==> config.mk <==
export PLATFORM = sky130hd
export DESIGN_NAME = collector_fifo_sink
export DESIGN_NICKNAME = d
export VERILOG_FILES = /design/src/rtl/collector_fifo_sink.sv
export SDC_FILE = /design/constraint.sdc
export NUM_CORES = 1
export LEC_CHECK = 0
export ABC_AREA = 1
export BUFFER_PORTS_ARGS = -buffer_cell sky130_fd_sc_hd__buf_2
export CELL_PAD_IN_SITES_DETAIL_PLACEMENT = 0
export CELL_PAD_IN_SITES_GLOBAL_PLACEMENT = 2
export CORE_MARGIN = 1
export CORE_UTILIZATION = 36
export DETAILED_ROUTE_END_ITERATION = 7
export PLACE_DENSITY_LB_ADDON = 0.1
export SYNTH_ARGS = -nofsm -noshare
export SYNTH_HDL_FRONTEND = slang
export SYNTH_SLANG_ARGS = --single-unit
==> constraint.sdc <==
create_clock -name clk -period 3.2 [get_ports clk]
set_input_delay 0.16 -clock clk [delete_from_list [all_inputs] [get_ports clk]]
set_output_delay 0.16 -clock clk [all_outputs]
set_load 0.03 [all_outputs]
==> src/rtl/collector_fifo_sink.sv <==
// Packet collector for a mesh NoC local port. Accepts packets from the router
// with a Req/Gnt handshake and buffers them in a small FIFO. The FIFO is drained
// at a programmable rate to model a slow processing element. Receive statistics
// are exposed as output ports.
module collector_fifo_sink #(
  parameter int dataWidth    = 32,
  parameter int PID_W        = 10,
  parameter int ID_W         = 6,
  parameter int ModuleID     = 0,
  parameter int DEPTH        = 4,
  parameter int DRAIN_PERIOD = 4,
  parameter int CNT_W        = 16
) (
  input  logic                 clk,
  input  logic                 reset,
  input  logic [dataWidth-1:0] PacketIn,
  input  logic                 ReqUpStr,
  output logic                 GntUpStr,
  output logic                 UpStrFull,
  output logic                 DrainValid,
  output logic [dataWidth-1:0] DrainData,
  output logic [CNT_W-1:0]     RxCount,
  output logic [CNT_W-1:0]     MisrouteCount,
  output logic [ID_W-1:0]      LastSenderID,
  output logic [PID_W-1:0]     LastPacketID,
  output logic [31:0]          CycleCount
);

  localparam int AW  = $clog2(DEPTH);
  localparam int CW  = AW + 1;
  localparam int DCW = (DRAIN_PERIOD > 1) ? $clog2(DRAIN_PERIOD) : 1;

  typedef enum logic {IDLE, GRANT} state_t;

  state_t                 state_q, state_d;
  logic [AW-1:0]          wr_ptr_q, wr_ptr_d;
  logic [AW-1:0]          rd_ptr_q, rd_ptr_d;
  logic [CW-1:0]          count_q, count_d;
  logic [DCW-1:0]         drain_cnt_q, drain_cnt_d;
  logic                   drain_valid_q, drain_valid_d;
  logic [dataWidth-1:0]   drain_data_q, drain_data_d;
  logic [CNT_W-1:0]       rx_q, rx_d;
  logic [CNT_W-1:0]       mis_q, mis_d;
  logic [ID_W-1:0]        last_sender_q, last_sender_d;
  logic [PID_W-1:0]       last_pid_q, last_pid_d;
  logic [31:0]            cycle_q, cycle_d;
  logic [dataWidth-1:0]   mem_q [DEPTH];

  logic [PID_W-1:0] pkt_pid;
  logic [ID_W-1:0]  pkt_dest;
  logic [ID_W-1:0]  pkt_sender;
  logic             empty, full, push, pop, drain_hit;

  assign pkt_pid    = PacketIn[dataWidth-1 -: PID_W];
  assign pkt_dest   = PacketIn[dataWidth-PID_W-1 -: ID_W];
  assign pkt_sender = PacketIn[dataWidth-PID_W-ID_W-1 -: ID_W];

  // Handshake and drain decisions; the push check uses the pre-pop count so a
  // full FIFO rejects even when a pop happens in the same cycle.
  always_comb begin
    empty = (count_q == '0);
    full  = (count_q == CW'(DEPTH));
    push  = (state_q == IDLE) && ReqUpStr && !full;
    if (DRAIN_PERIOD <= 1) drain_hit = 1'b1;
    else                   drain_hit = (drain_cnt_q == DCW'(DRAIN_PERIOD - 1));
    pop   = !empty && drain_hit;
  end

  // Next-state logic for the handshake FSM, FIFO bookkeeping and statistics.
  always_comb begin
    state_d       = state_q;
    wr_ptr_d      = wr_ptr_q;
    rd_ptr_d      = rd_ptr_q;
    count_d       = count_q;
    drain_cnt_d   = drain_cnt_q;
    drain_valid_d = 1'b0;
    drain_data_d  = drain_data_q;
    rx_d          = rx_q;
    mis_d         = mis_q;
    last_sender_d = last_sender_q;
    last_pid_d    = last_pid_q;
    cycle_d       = cycle_q + 32'd1;

    case (state_q)
      IDLE: begin
        if (push) begin
          state_d       = GRANT;
          wr_ptr_d      = wr_ptr_q + AW'(1);
          last_sender_d = pkt_sender;
          last_pid_d    = pkt_pid;
          if (rx_q != '1) rx_d = rx_q + CNT_W'(1);
          if ((pkt_dest != ID_W'(ModuleID)) && (mis_q != '1)) mis_d = mis_q + CNT_W'(1);
        end
      end
      GRANT:   state_d = IDLE;
      default: state_d = IDLE;
    endcase

    if (pop) begin
      rd_ptr_d      = rd_ptr_q + AW'(1);
      drain_valid_d = 1'b1;
      drain_data_d  = mem_q[rd_ptr_q];
    end

    case ({push, pop})
      2'b10:   count_d = count_q + CW'(1);
      2'b01:   count_d = count_q - CW'(1);
      default: count_d = count_q;
    endcase

    // Pacing counter only runs while there is something to drain.
    if (empty || drain_hit) drain_cnt_d = '0;
    else                    drain_cnt_d = drain_cnt_q + DCW'(1);
  end

  // State and statistics registers; reset discards any buffered packets.
  always_ff @(posedge clk or negedge reset) begin
    if (!reset) begin
      state_q       <= IDLE;
      wr_ptr_q      <= '0;
      rd_ptr_q      <= '0;
      count_q       <= '0;
      drain_cnt_q   <= '0;
      drain_valid_q <= 1'b0;
      drain_data_q  <= '0;
      rx_q          <= '0;
      mis_q         <= '0;
      last_sender_q <= '0;
      last_pid_q    <= '0;
      cycle_q       <= '0;
    end else begin
      state_q       <= state_d;
      wr_ptr_q      <= wr_ptr_d;
      rd_ptr_q      <= rd_ptr_d;
      count_q       <= count_d;
      drain_cnt_q   <= drain_cnt_d;
      drain_valid_q <= drain_valid_d;
      drain_data_q  <= drain_data_d;
      rx_q          <= rx_d;
      mis_q         <= mis_d;
      last_sender_q <= last_sender_d;
      last_pid_q    <= last_pid_d;
      cycle_q       <= cycle_d;
    end
  end

  // FIFO storage write port; contents need no reset since pointers gate use.
  always_ff @(posedge clk) begin
    if (push) mem_q[wr_ptr_q] <= PacketIn;
  end

  assign GntUpStr      = (state_q == GRANT);
  assign UpStrFull     = full;
  assign DrainValid    = drain_valid_q;
  assign DrainData     = drain_data_q;
  assign RxCount       = rx_q;
  assign MisrouteCount = mis_q;
  assign LastSenderID  = last_sender_q;
  assign LastPacketID  = last_pid_q;
  assign CycleCount    = cycle_q;

endmodule

Yosys cells after proc, flatten, opt, wreduce, memory -nomap -nowiden

Memories as Yosys holds them, arrays and structs flattened. A register that Yosys moved wholly into a read port is not among the register bits.
Cells that the tools add are included.

Div/mod/pow operators: 0
Bitwise gates (word level): 1
Equal/unequal tests: 6
Multiplexer cells: 6
Order comparisons: 0
$add $sub $neg: 8
Shift operators: 0
$mul: 0
Reduce and logical (&&, ||, !) cells: 14

Operators with widths:

| cell                                                                   | count |
|---|---|
| 16-bit by 1-bit adder with 16-bit output (second input constant)       | 2 |
| 32-bit by 1-bit adder with 32-bit output (second input constant)       | 1 |
| 16-bit != test (second input constant)                                 | 2 |
| 2-bit by 1-bit adder with 2-bit output (second input constant)         | 3 |
| 3-bit one-hot mux with 2 select lines                                  | 1 |
| 3-bit AND reduction                                                    | 2 |
| 6-bit nonzero test                                                     | 1 |
| 2-bit equality test (second input constant)                            | 2 |
| 1-bit logical AND                                                      | 4 |
| 3-bit by 1-bit adder with 3-bit output (second input constant)         | 1 |
| 3-bit equality test (second input constant)                            | 1 |
| 1-bit logical NOT                                                      | 3 |
| 3-bit logical NOT                                                      | 1 |
| 1-bit 2-to-1 mux                                                       | 3 |
| 3-bit by 1-bit subtractor with 3-bit output (second input constant)    | 1 |
| 2-bit by 1-bit equality test with 1-bit output (second input constant) | 1 |
| 2-bit 2-to-1 mux                                                       | 1 |
| 1-bit one-hot mux with 2 select lines                                  | 1 |
| 2-bit AND reduction                                                    | 1 |
| 2-bit nonzero test                                                     | 1 |
| 1-bit logical OR                                                       | 1 |
| 1-bit NOT                                                              | 1 |

Output and inout bits: 115
Word-level logic and storage cells: 47
Register bits: 91
Latch bits: 0
ROM bits: 0
Memories kept: 1
Memory bits (writable): 128

Memories:

| memory | depth | bits a word | read ports | clocked after Yosys merged registers in | wr ports | RTL line | source |
|---|---|---|---|---|---|---|---|
| mem_q  | 4     | 32          | 1          | 1                                       | 1        | 47       | `logic [dataWidth-1:0] mem_q [DEPTH];` |

Longest topological paths before layout

Gate-level depths: netlist of the first run.

Word-level depth: 5
Gate-level depth with buffers: 12
Depth with buffers taken out: 10

Worst setup path after synthesis of the first run

No wires, ideal clock.

Path type: reg2reg
Start point: register state_q, in the netlist GntUpStr
End point: memory mem_q[0][0], enable pin
Cell stages (with the launch flop): 7
Slack: 0.397 ns
Path buffers: 1
Data arrival time: 2.382 ns
Path through: dfrtp_1 inv_1 nand2_1 inv_1 nand2_1 buf_2 nor2_1

Word-level cells in the longest chain between the ends: 5

RTL lines:

| what                                   | RTL line | source |
|---|---|---|
| from (decl)                            | 35       | `state_t state_q, state_d;` |
| from (signal assigned)                 | 132      | `state_q <= state_d;` |
| 1-bit NOT (no line)                    | n/a      |  |
| 1-bit logical AND (2 in series)        | 63       | `push = (state_q == IDLE) && ReqUpStr && !full;` |
| 1-bit 2-to-1 mux                       | 149      | `if (push) mem_q[wr_ptr_q] <= PacketIn;` |
| 1-bit 2-to-1 mux (not written as such) | 149      |  |
| to (decl)                              | 47       |  |

No other way between the ends.

Worst setup path after layout of the first run

Start point: register count_q[1]
End point: register count_q[2]

Word-level cells in the longest chain between the ends: 5
Elaborated cells between the ends (all ways): 12
Those cells by class: add/sub (2); eq/ne (3); mux (1); reduce/logical (6)

RTL lines:

| what                                                                                  | RTL line | source |
|---|---|---|
| from (decl)                                                                           | 38       | `logic [CW-1:0] count_q, count_d;` |
| from (signal assigned)                                                                | 135      | `count_q <= count_d;` |
| 3-bit equality test or 3-bit logical NOT (tied branches)                              | 62, 61   |  |
| 1-bit logical NOT (on tied branches)                                                  | 63, 66   |  |
| 1-bit logical AND (on tied branches)                                                  | 63, 66   |  |
| 2-bit by 1-bit equality test with 1-bit output or 2-bit equality test (tied branches) | 105      | `case ({push, pop})` |
| 3-bit one-hot mux with 2 select lines or 2-bit nonzero test (tied branches)           | n/a      |  |

Parallel ways exist; a longest one is shown, timed or not.
A chain may end at the register's enable or synchronous reset.

==> results_dict.tcl, run 1 <==
set metrics [dict create \
    fin_crit_ns 2.42 \
    finalSetupTns_ns 0 \
    synth_top_area_share_pct 35.6 \
    dr.pass1.iters 4 \
    gr-total-overflow 0 \
    synth-seq-cells 251 \
    rows 63 \
    syn_inst 1093 \
    first_global_vias 7720 \
    io_buffers 149 \
    final_cell_mix "nand2_1, nor2_1, buf_2" \
    clockBufferDepth 3 \
    area_delta_synth_final_pct 23.1 \
    holdWs_ns 0.0933 \
    synth_top_family_by_area "simple AND/OR/NAND/NOR gates" \
    critPathRequiredTime_ns 3.61 \
    clk_latency_ns 0.53 \
    drive_gt1_share_pct 17.6 \
    worst_pin_slew_ns 1.12 \
    routedWlPerCell_um 15.9 \
    status "finished, final reports clean" \
    relSlewSlack_pct 25.4 \
    hold_violations 0 \
    p_leak_nw 5.59 \
    clk_pin_slew_ns 0.06 \
    placedCellCount 1604 \
    place_area_sq_mm 0.0119 \
    fmax_ghz 0.413 \
    cap_violations 0 \
    grtUsageTotal_pct 17.8 \
    dr_total_vias 7881 \
    yosysTopAreaCell "edfxtp_1" \
    rsz0062_at_grt "no" \
    postRouteAntennaNets 0 \
    synthXorXnorAreaFrac_pct 2.84 \
    post-route-drc-count 0 \
    p_per_area_mw_per_mm2 868 \
    final_common_cell "nand2_1" \
    cts_tree "done" \
    core_sq_mm 0.0296 \
    total_power_mw 11.5 \
    design.die.area_sq_mm 0.0307 \
    ios 150 \
    root_buffer "clkbuf_16" \
    htreeDepth 1 \
    post-route-period-util_pct 75.7 \
    antenna_found_initial 0 \
    min_path_type "primary input to register" \
    die_height_um 175 \
    nets 1322 \
    fin_skew_ns 0.00701 \
    instances_no_fill 1689 \
    setup_viol 0 \
    initialDrtViolationCount 380 \
    final_area_sq_mm 0.0133 \
    ys.warnings.count 0 \
    cts_resized 0 \
    grt_pass1_wl_um 43000 \
    initial_core_util_pct 36.5 \
    synthAdderAreaFrac_pct 1.23 \
    routabilityCongestion 0.762 \
    cts_buffers 28 \
    seq_area_frac_synth_pct 64.2 \
    worst_ir_drop_vdd_uv 471 \
    crit_fanout 11 \
    diodes 0 \
    synth_compound_gate_area_share_pct 5.63 \
    grt_max_degree 67 \
    endpoint_kind "register" \
    routed_wl_um 26900 \
    viasPerCell 4.67 \
    avgSynthCellArea_sq_um 9.87 \
    worst_ep_arrival_time_ns 2.83 \
    synth-simple-area-share_pct 22.2 \
    muxShareOfSynthArea_pct 0 \
    synth_area_sq_mm 0.0108 \
    clock_sinks 251 \
    start_kind "register" \
    syn_nets 1138 \
    drv_slew 0 \
    ys_types 33 \
    die_w_um 175 \
    dpl.hpwl_um 16900 \
    path_class "register to register" \
    synth_area_leaders "edfxtp_1, dfrtp_1, nand2_1, nor2_1, o21ai_0" \
]
Yosys cell counts, drive strengths merged:
library cell,instances
nor3b,1
xnor2,15
nor2,259
nand4,15
inv,61
nand2,261
a31oi,32
nand3,37
dfrtp,123
nor3,3
o21ai,76
ha,9
and3,1
clkbuf,14
xor2,20
a21oi,3
fa,1
buf,24
edfxtp,128
and2,1
nand3b,9
worst max-delay path, stage by stage (launching register included):
cell and delay (ns):
dfrtp_1 0.40, nor2_2 0.20, nand2_1 0.11, nand2_1 0.49, ha_1 0.26, inv_1 0.07, fa_1 0.38, a21oi_1 0.14
o21ai_0 0.11, xor2_1 0.15
worst paths after layout:
path / start / to / slack [ns] / cells past startpoint
min: ReqUpStr / GntUpStr$_DFF_PN0_ / 0.09 / 3
max reg2reg: count_q[1]$_DFFE_PN0P_ / count_q[2]$_DFFE_PN0P_ / 0.78 / 9
max in group asynchronous: reset / rd_ptr_q[0]$_DFFE_PN0P_ / 2.29 / 3
min reg2reg: drain_cnt_q[0]$_DFF_PN0_ / drain_cnt_q[0]$_DFF_PN0_ / 0.43 / 1
min in group asynchronous: reset / DrainData[17]$_DFFE_PN0P_ / 0.16 / 2
max: count_q[1]$_DFFE_PN0P_ / count_q[2]$_DFFE_PN0P_ / 0.78 / 9
registers in the layout, indices dropped and copies added, names as in the netlist:
signal / cells
GntUpStr: 1
DrainData: 32
LastSenderID: 6
wr_ptr_q: 2
rd_ptr_q: 2
count_q: 3
CycleCount: 32
drain_cnt_q: 2
LastPacketID: 10
DrainValid: 1
mem_q: 128
MisrouteCount: 16
RxCount: 16
timing repair:
action | CTS | global route
hold endpoints to repair | 199 | 0
setup buffers | 0 | 0
hold buffers | 33 | 0
stage by stage:
step	setup WS, ns	util (%)
floorplan	0.397	-
global placement	0.793	40.4
detailed placement	0.756	40.4
CTS	0.748	44.9
global route	0.528	44.9
finish	0.777	44.9
routing by layer:
metal | track usage (%) | vias to the layer above | routed length, um
met1 | 25.0 | 3731 | 12900
met2 | 28.9 | 153 | 12400
met3 | 3.15 | 27 | 1220
li1 | - | 3970 | -
met4 | 3.41 | 0 | 320
met5 | 0 | - | 0
cell type report:
cell class / count / area (sq um)
Clock buffer: 41 / 811
Clock inverter: 11 / 188
Fill cell: 2885 / 16300
Inverter: 61 / 229
Multi-Input combinational cell: 743 / 3470
Sequential cell: 251 / 6920
Tap cell: 390 / 488
Timing Repair Buffer: 192 / 1170
logic make-up after synthesis:
group           after synthesis
flops                       251
compound gates              111
buf+inv                      99
xor+xnor                     35
fa+ha+maj                    10
simple gates                587
power by group:
part | switching (mW) | internal, mW | total (mW)
logic | 2.54 | 1.01 | 3.55
registers | 0.398 | 4.14 | 4.54
clock network | 1.28 | 2.15 | 3.43
Note: power is estimated with default switching activity, not from simulation.
==> inputs of run 2 (changes only) <==
ABC_AREA = 0   (was 1)
CORE_UTILIZATION = 41   (was 36)
clock period = 2.5 ns   (was 3.2 ns; I/O delays follow)
==> run 2 against run 1 <==
Global-route usage is 0.079 points lower. Sequential power rose by 30%. Clock power is 16% higher. Design area decreased by 5.9%. Clock skew is 0.0057 ns higher. Utilization is 7.8 points higher. Critical path type unchanged. Critical endpoint unchanged.
==> results_dict.tcl, run 2 <==
set metrics [dict create \
    design.die.area_sq_mm 0.0250 \
    die_w_um 158 \
    largest_reg_flops 128 \
    cts_tree "done" \
    dpl.hpwl_um 13500 \
    drive_gt1_share_pct 34.2 \
    avgSynthCellArea_sq_um 16.0 \
    post_cts_buffers 0 \
    rrSetupSlack_ns 0.27 \
    cp_slowest_stage_delay_ns 0.51 \
    synth_top_area_share_pct 38.5 \
    post-route-drc-count 0 \
    endpoint_kind "register" \
    p_leak_nw 5.24 \
    core_sq_mm 0.0237 \
    fmax_ghz 0.449 \
    initial_core_util_pct 42.2 \
    clk_latency_ns 0.53 \
    routedWlPerCell_um 17.9 \
    nFillCells 2063 \
    cts_resized 0 \
    io_buffers 149 \
    clockBufferDepth 3 \
    async_reset_ff_share_pct 49.0 \
    yosys.cell_count.top_type "edfxtp_1" \
    dr.pass1.iters 4 \
    worst_pin_slew_ns 0.812 \
    grt_pass1_wl_um 34200 \
    initialDrtViolationCount 262 \
    grtUsageTotal_pct 17.7 \
    ys.warnings.count 0 \
    cap_violations 0 \
    die_height_um 158 \
    synth-seq-cells 251 \
    p_per_area_mw_per_mm2 1130 \
    area_delta_synth_final_pct 25.1 \
    setup_viol 0 \
    post-route-period-util_pct 89.2 \
    worst_ir_drop_vdd_uv 612 \
    htreeDepth 1 \
    regMostFlops "mem_q" \
    finalSetupTns_ns 0 \
    synth_common_cells "edfxtp_1, dfrtp_1, nand2_1" \
    fin_crit_ns 2.23 \
    final_core_util_pct 52.7 \
    routabilityCongestion 0.816 \
    cp_common_cell "xor2_1" \
    start_kind "register" \
    final_common_cell "buf_2" \
    clock_sinks 251 \
    cts_buffers 28 \
    routed_wl_um 21000 \
    crit_fanout 7 \
    viasPerCell 5.07 \
    status "finished, final reports clean" \
    critPathRequiredTime_ns 2.95 \
    yosysTopAreaCell "edfxtp_1" \
    syn_inst 624 \
    min_path_type "primary input to register" \
    dr_total_vias 5945 \
    root_buffer "clkbuf_16" \
    gr-total-overflow 0 \
    rsz0062_at_grt "no" \
    fin_skew_ns 0.0127 \
    worst_ep_arrival_time_ns 2.68 \
    hold_violations 0 \
    ys_types 47 \
    rows 56 \
    ios 150 \
    path_class "register to register" \
    synth_area_leaders "edfxtp_1, dfrtp_1, mux4_2, mux2_2, xor2_1" \
    postRouteAntennaNets 0 \
    relSlewSlack_pct 45.4 \
    cp_slowest_cell "or3b_1" \
    nets 876 \
    synth_edf_count 128 \
    clk_pin_slew_ns 0.06 \
    worstPathCellList "or3b_1, inv_4, nor2_2, inv_2, ha_1, inv_1, fa_1, xor2_1, nor2_1, xor2_1" \
    antenna_found_initial 1 \
    seq_area_frac_synth_pct 69.3 \
    synthFlopType "edfxtp_1" \
    cts_hold_buf 33 \
    final_cell_mix "buf_2, edfxtp_1, dfrtp_1" \
    syn_nets 669 \
    synth_area_sq_mm 0.00998 \
    drv_slew 0 \
    first_global_vias 6243 \
    grt_max_degree 67 \
]
[run 2: cells by family (layout without fill, tap and decap cells)]
family / count (synthesis) / count (layout) / synth area share, %
xor+xnor: 65 / 65 / 5.70
compound gates: 6 / 6 / 0.351
simple gates: 194 / 194 / 10.8
other cells: 0 / 1 / 0
fa+ha+maj: 10 / 10 / 1.33
buf+inv: 32 / 261 / 1.45
mux: 66 / 66 / 11.1
flops: 251 / 251 / 69.3
[run 2: through the flow]
step	instances	hold slack [ns]	instance area, sq um	worst slack (ns)	power [mW]
floorplan	624	-0.171	9990	0.0213	8.85
global placement	1087	0.192	11200	0.312	10.2
detailed placement	1087	0.199	11200	0.267	10.3
CTS	1172	0.148	12500	0.244	14.4
global route	1173	0.195	12500	0.128	15.0
finish	1173	0.159	12500	0.271	14.2
[run 2: final timing paths]
path                            cells past startpoint                startpoint                             to
worst max-delay path                               10    count_q[1]$_DFFE_PN0P_         count_q[2]$_DFFE_PN0P_
worst max register to register                     10    count_q[1]$_DFFE_PN0P_         count_q[2]$_DFFE_PN0P_
worst min register to register                      1  drain_cnt_q[0]$_DFF_PN0_       drain_cnt_q[0]$_DFF_PN0_
min in group asynchronous                           2                     reset       DrainData[1]$_DFFE_PN0P_
worst min-delay path                                5                  ReqUpStr  MisrouteCount[13]$_DFFE_PN0P_
max in group asynchronous                           3                     reset        CycleCount[6]$_DFF_PN0_
[run 2: critical path: cells and delay by family (launching register included)]
| family | cells | cell delay, ns |
|---|---|---|
| xor gates and xnor gates | 2 | 0.31 |
| and+or+nand+nor | 3 | 0.67 |
| DFF | 1 | 0.40 |
| buffers and inverters | 3 | 0.23 |
| adders and majority gates | 2 | 0.54 |
[run 2: power breakdown]
part	switching [mW]	leakage (nW)	total, mW	internal (mW)
sequential	0.572	2.72	5.90	5.33
combinational	2.53	2.08	4.27	1.73
clock	1.55	0.448	3.99	2.44
[run 2: layout make-up]
type                       count  area (sq um)  share of cell area, %
clock buffer                  41           811                   6.49
clock inverter                11           104                  0.831
inverter                      12          47.5                  0.381
timing repair buffer         197          1280                   10.3
antenna                        1          2.50                 0.0200
tap                          319           399                   3.20
multi-input combinational    341          2920                   23.4
sequential                   251          6920                   55.4
[run 2: per-layer routing]
layer | global-route usage (%) | wire length [um]
met1 | 24.8 | 9550
met2 | 28.6 | 9830
met3 | 3.31 | 1310
met4 | 4.30 | 348
met5 | 0 | 0
==> inputs of run 3 (changes only) <==
CORE_ASPECT_RATIO = 1.4   (was unset)
==> run 3 against run 2 <==
Design area is 1.8% lower. Worst hold slack better by 0.0085 ns. Largest power group unchanged. Die area barely moved. Critical path type unchanged. Clock power shrank 7.3%. Wire length decreased by 0.23%. Setup slack worse by 0.064 ns. Final cell count shrank 1.9%. Non-clock buffer count is 5 lower.
==> results_dict.tcl, run 3 (same netlist as run 2, synthesis figures left out) <==
set metrics [dict create \
    cts_buffers 25 \
    ios 150 \
    clockBufferDepth 3 \
    gr-total-overflow 0 \
    hold_violations 0 \
    instances_no_fill 1151 \
    grt_pass1_wl_um 33800 \
    p_per_area_mw_per_mm2 1120 \
    seq_power_share_pct 43.3 \
    routedWlPerCell_um 18.2 \
    fin_crit_ns 2.29 \
    drive_gt1_share_pct 33.9 \
    design.die.area_sq_mm 0.0250 \
    die_w_um 134 \
    p_leak_nw 5.15 \
    cap_violations 0 \
    clk_latency_ns 0.51 \
    p_sw_mw 4.61 \
    worst_ep_arrival_time_ns 2.72 \
    holdPathStages 5 \
    dpl.hpwl_um 13500 \
    p_int_mw 9.14 \
    antenna_found_initial 0 \
    min_from "ReqUpStr" \
    post-route-period-util_pct 91.7 \
    worst_ir_drop_vdd_uv 644 \
    initialDrtViolationCount 217 \
    dr_total_vias 5929 \
    setup_viol 0 \
    crit_fanout 7 \
    post_cts_buffers 0 \
    root_buffer "clkbuf_16" \
    post-route-drc-count 0 \
    finalSetupTns_ns 0 \
    viasPerCell 5.15 \
    pwr-share-clk_pct 26.9 \
    timing.rr.end "count_q[2]$_DFFE_PN0P_" \
    routed_wl_um 21000 \
    cp_slowest_cell "or3b_1" \
    initial_core_util_pct 41.8 \
    regMostFlops "mem_q" \
    area_delta_synth_final_pct 22.9 \
    grt_max_degree 75 \
    whs_endpoint "MisrouteCount[9]$_DFFE_PN0P_" \
    first_global_vias 6298 \
    htreeDepth 1 \
    start_kind "register" \
    rr_worst_depth 10 \
    crit_buf_inv 3 \
    fmax_ghz 0.436 \
    status "finished, final reports clean" \
    rsz0062_at_grt "no" \
    die_height_um 187 \
    routabilityCongestion 0.771 \
    combPwrFrac_pct 29.8 \
    worstPathCellList "or3b_1, inv_4, nor2_2, inv_2, ha_1, inv_1, fa_1, xor2_1, nor2_1, xor2_1" \
    cp_common_cell "xor2_1" \
    placedCellCount 1073 \
    relSlewSlack_pct 36.7 \
    dr.pass1.iters 4 \
    min_path_type "primary input to register" \
    core_sq_mm 0.0239 \
    endpoint_kind "register" \
    switching_share_pct 33.5 \
    io_buffers 149 \
    cp_slowest_stage_delay_ns 0.52 \
    drv_slew 0 \
    fin_skew_ns 0.00737 \
    rrSetupSlack_ns 0.21 \
    postRouteAntennaNets 0 \
    diodes 0 \
    final_common_cell "buf_2" \
    path_delay_family "simple AND/OR/NAND/NOR gates" \
    path_class "register to register" \
    critPathRequiredTime_ns 2.93 \
    cts_tree "done" \
    r2r_start "count_q[1]$_DFFE_PN0P_" \
    rows 67 \
    grtUsageTotal_pct 17.3 \
    clk_pin_slew_ns 0.06 \
    clock_sinks 251 \
    worst_pin_slew_ns 0.950 \
    largest_reg_flops 128 \
    cts_hold_buf 33 \
    cts_resized 0 \
    nets 868 \
    final_cell_mix "buf_2, edfxtp_1, dfrtp_1" \
]
run 3: cell count changes in the layout (fill, tap and decap cells not counted):
cell / delta
clkinv_2: +3
inv_6: +1
diode_2: -1
bufinv_16: +1
clkbuf_8: -3
buf_12: -5
clkinv_1: -1
clkbuf_1: -4
clkbuf_16: -4
run 3: how the worst max path moves through the flow:
stage	startpoint	endpoint	cells after the start
final	count_q[1]$_DFFE_PN0P_	count_q[2]$_DFFE_PN0P_	10
after global routing	count_q[1]$_DFFE_PN0P_	count_q[2]$_DFFE_PN0P_	10
after floorplan	count_q[1]$_DFFE_PN0P_	count_q[2]$_DFFE_PN0P_	13
after CTS	count_q[1]$_DFFE_PN0P_	count_q[2]$_DFFE_PN0P_	10
after detailed placement	count_q[1]$_DFFE_PN0P_	count_q[2]$_DFFE_PN0P_	10
after global placement	count_q[1]$_DFFE_PN0P_	count_q[2]$_DFFE_PN0P_	10
run 3: metal layers:
layer / vias up / GRT usage, % / part of all wire (%)
met5: - / 0 / 0
met4: 0 / 5.73 / 2.6
met3: 38 / 2.64 / 4.2
met2: 144 / 29.9 / 51
met1: 3028 / 21.9 / 42
li1: 2719 / - / -
run 3: worst min-delay path, stage by stage:
cell      delay (ns)
buf_2           0.11
nand2b_1        0.14
nor4_2          0.11
nand3_1         0.08
xnor2_1         0.07
run 3: cell type report:
type	instances	area (sq um)
flip-flops and latches	251	6920
repair buffers	192	1180
inverters	12	47.5
multi-input cells	341	2920
clock inverters	15	154
well taps	310	388
clock buffers	30	654
fillers	2099	11600
run 3: per-stage QoR:
step	hold slack [ns]	utilization [%]	worst slack [ns]	instance area [sq um]	total power, mW
floorplan	-0.171	-	0.0213	9990	8.85
global placement	0.228	46.6	0.294	11100	10.1
detailed placement	0.236	46.6	0.217	11100	10.2
CTS	0.161	51.4	0.200	12300	14.0
global route	0.211	51.4	0.0856	12300	14.5
finish	0.168	51.4	0.207	12300	13.8
run 3: power groups by stage:
stage / Sequential [mW] / Clock [mW] / Combinational, mW
after floorplan: 6.84 / 0 / 2.02
after global placement: 6.01 / 0 / 4.09
after detailed placement: 6.07 / 0 / 4.14
after CTS: 5.99 / 3.81 / 4.19
after global routing: 6.09 / 3.95 / 4.43
final: 5.96 / 3.70 / 4.10
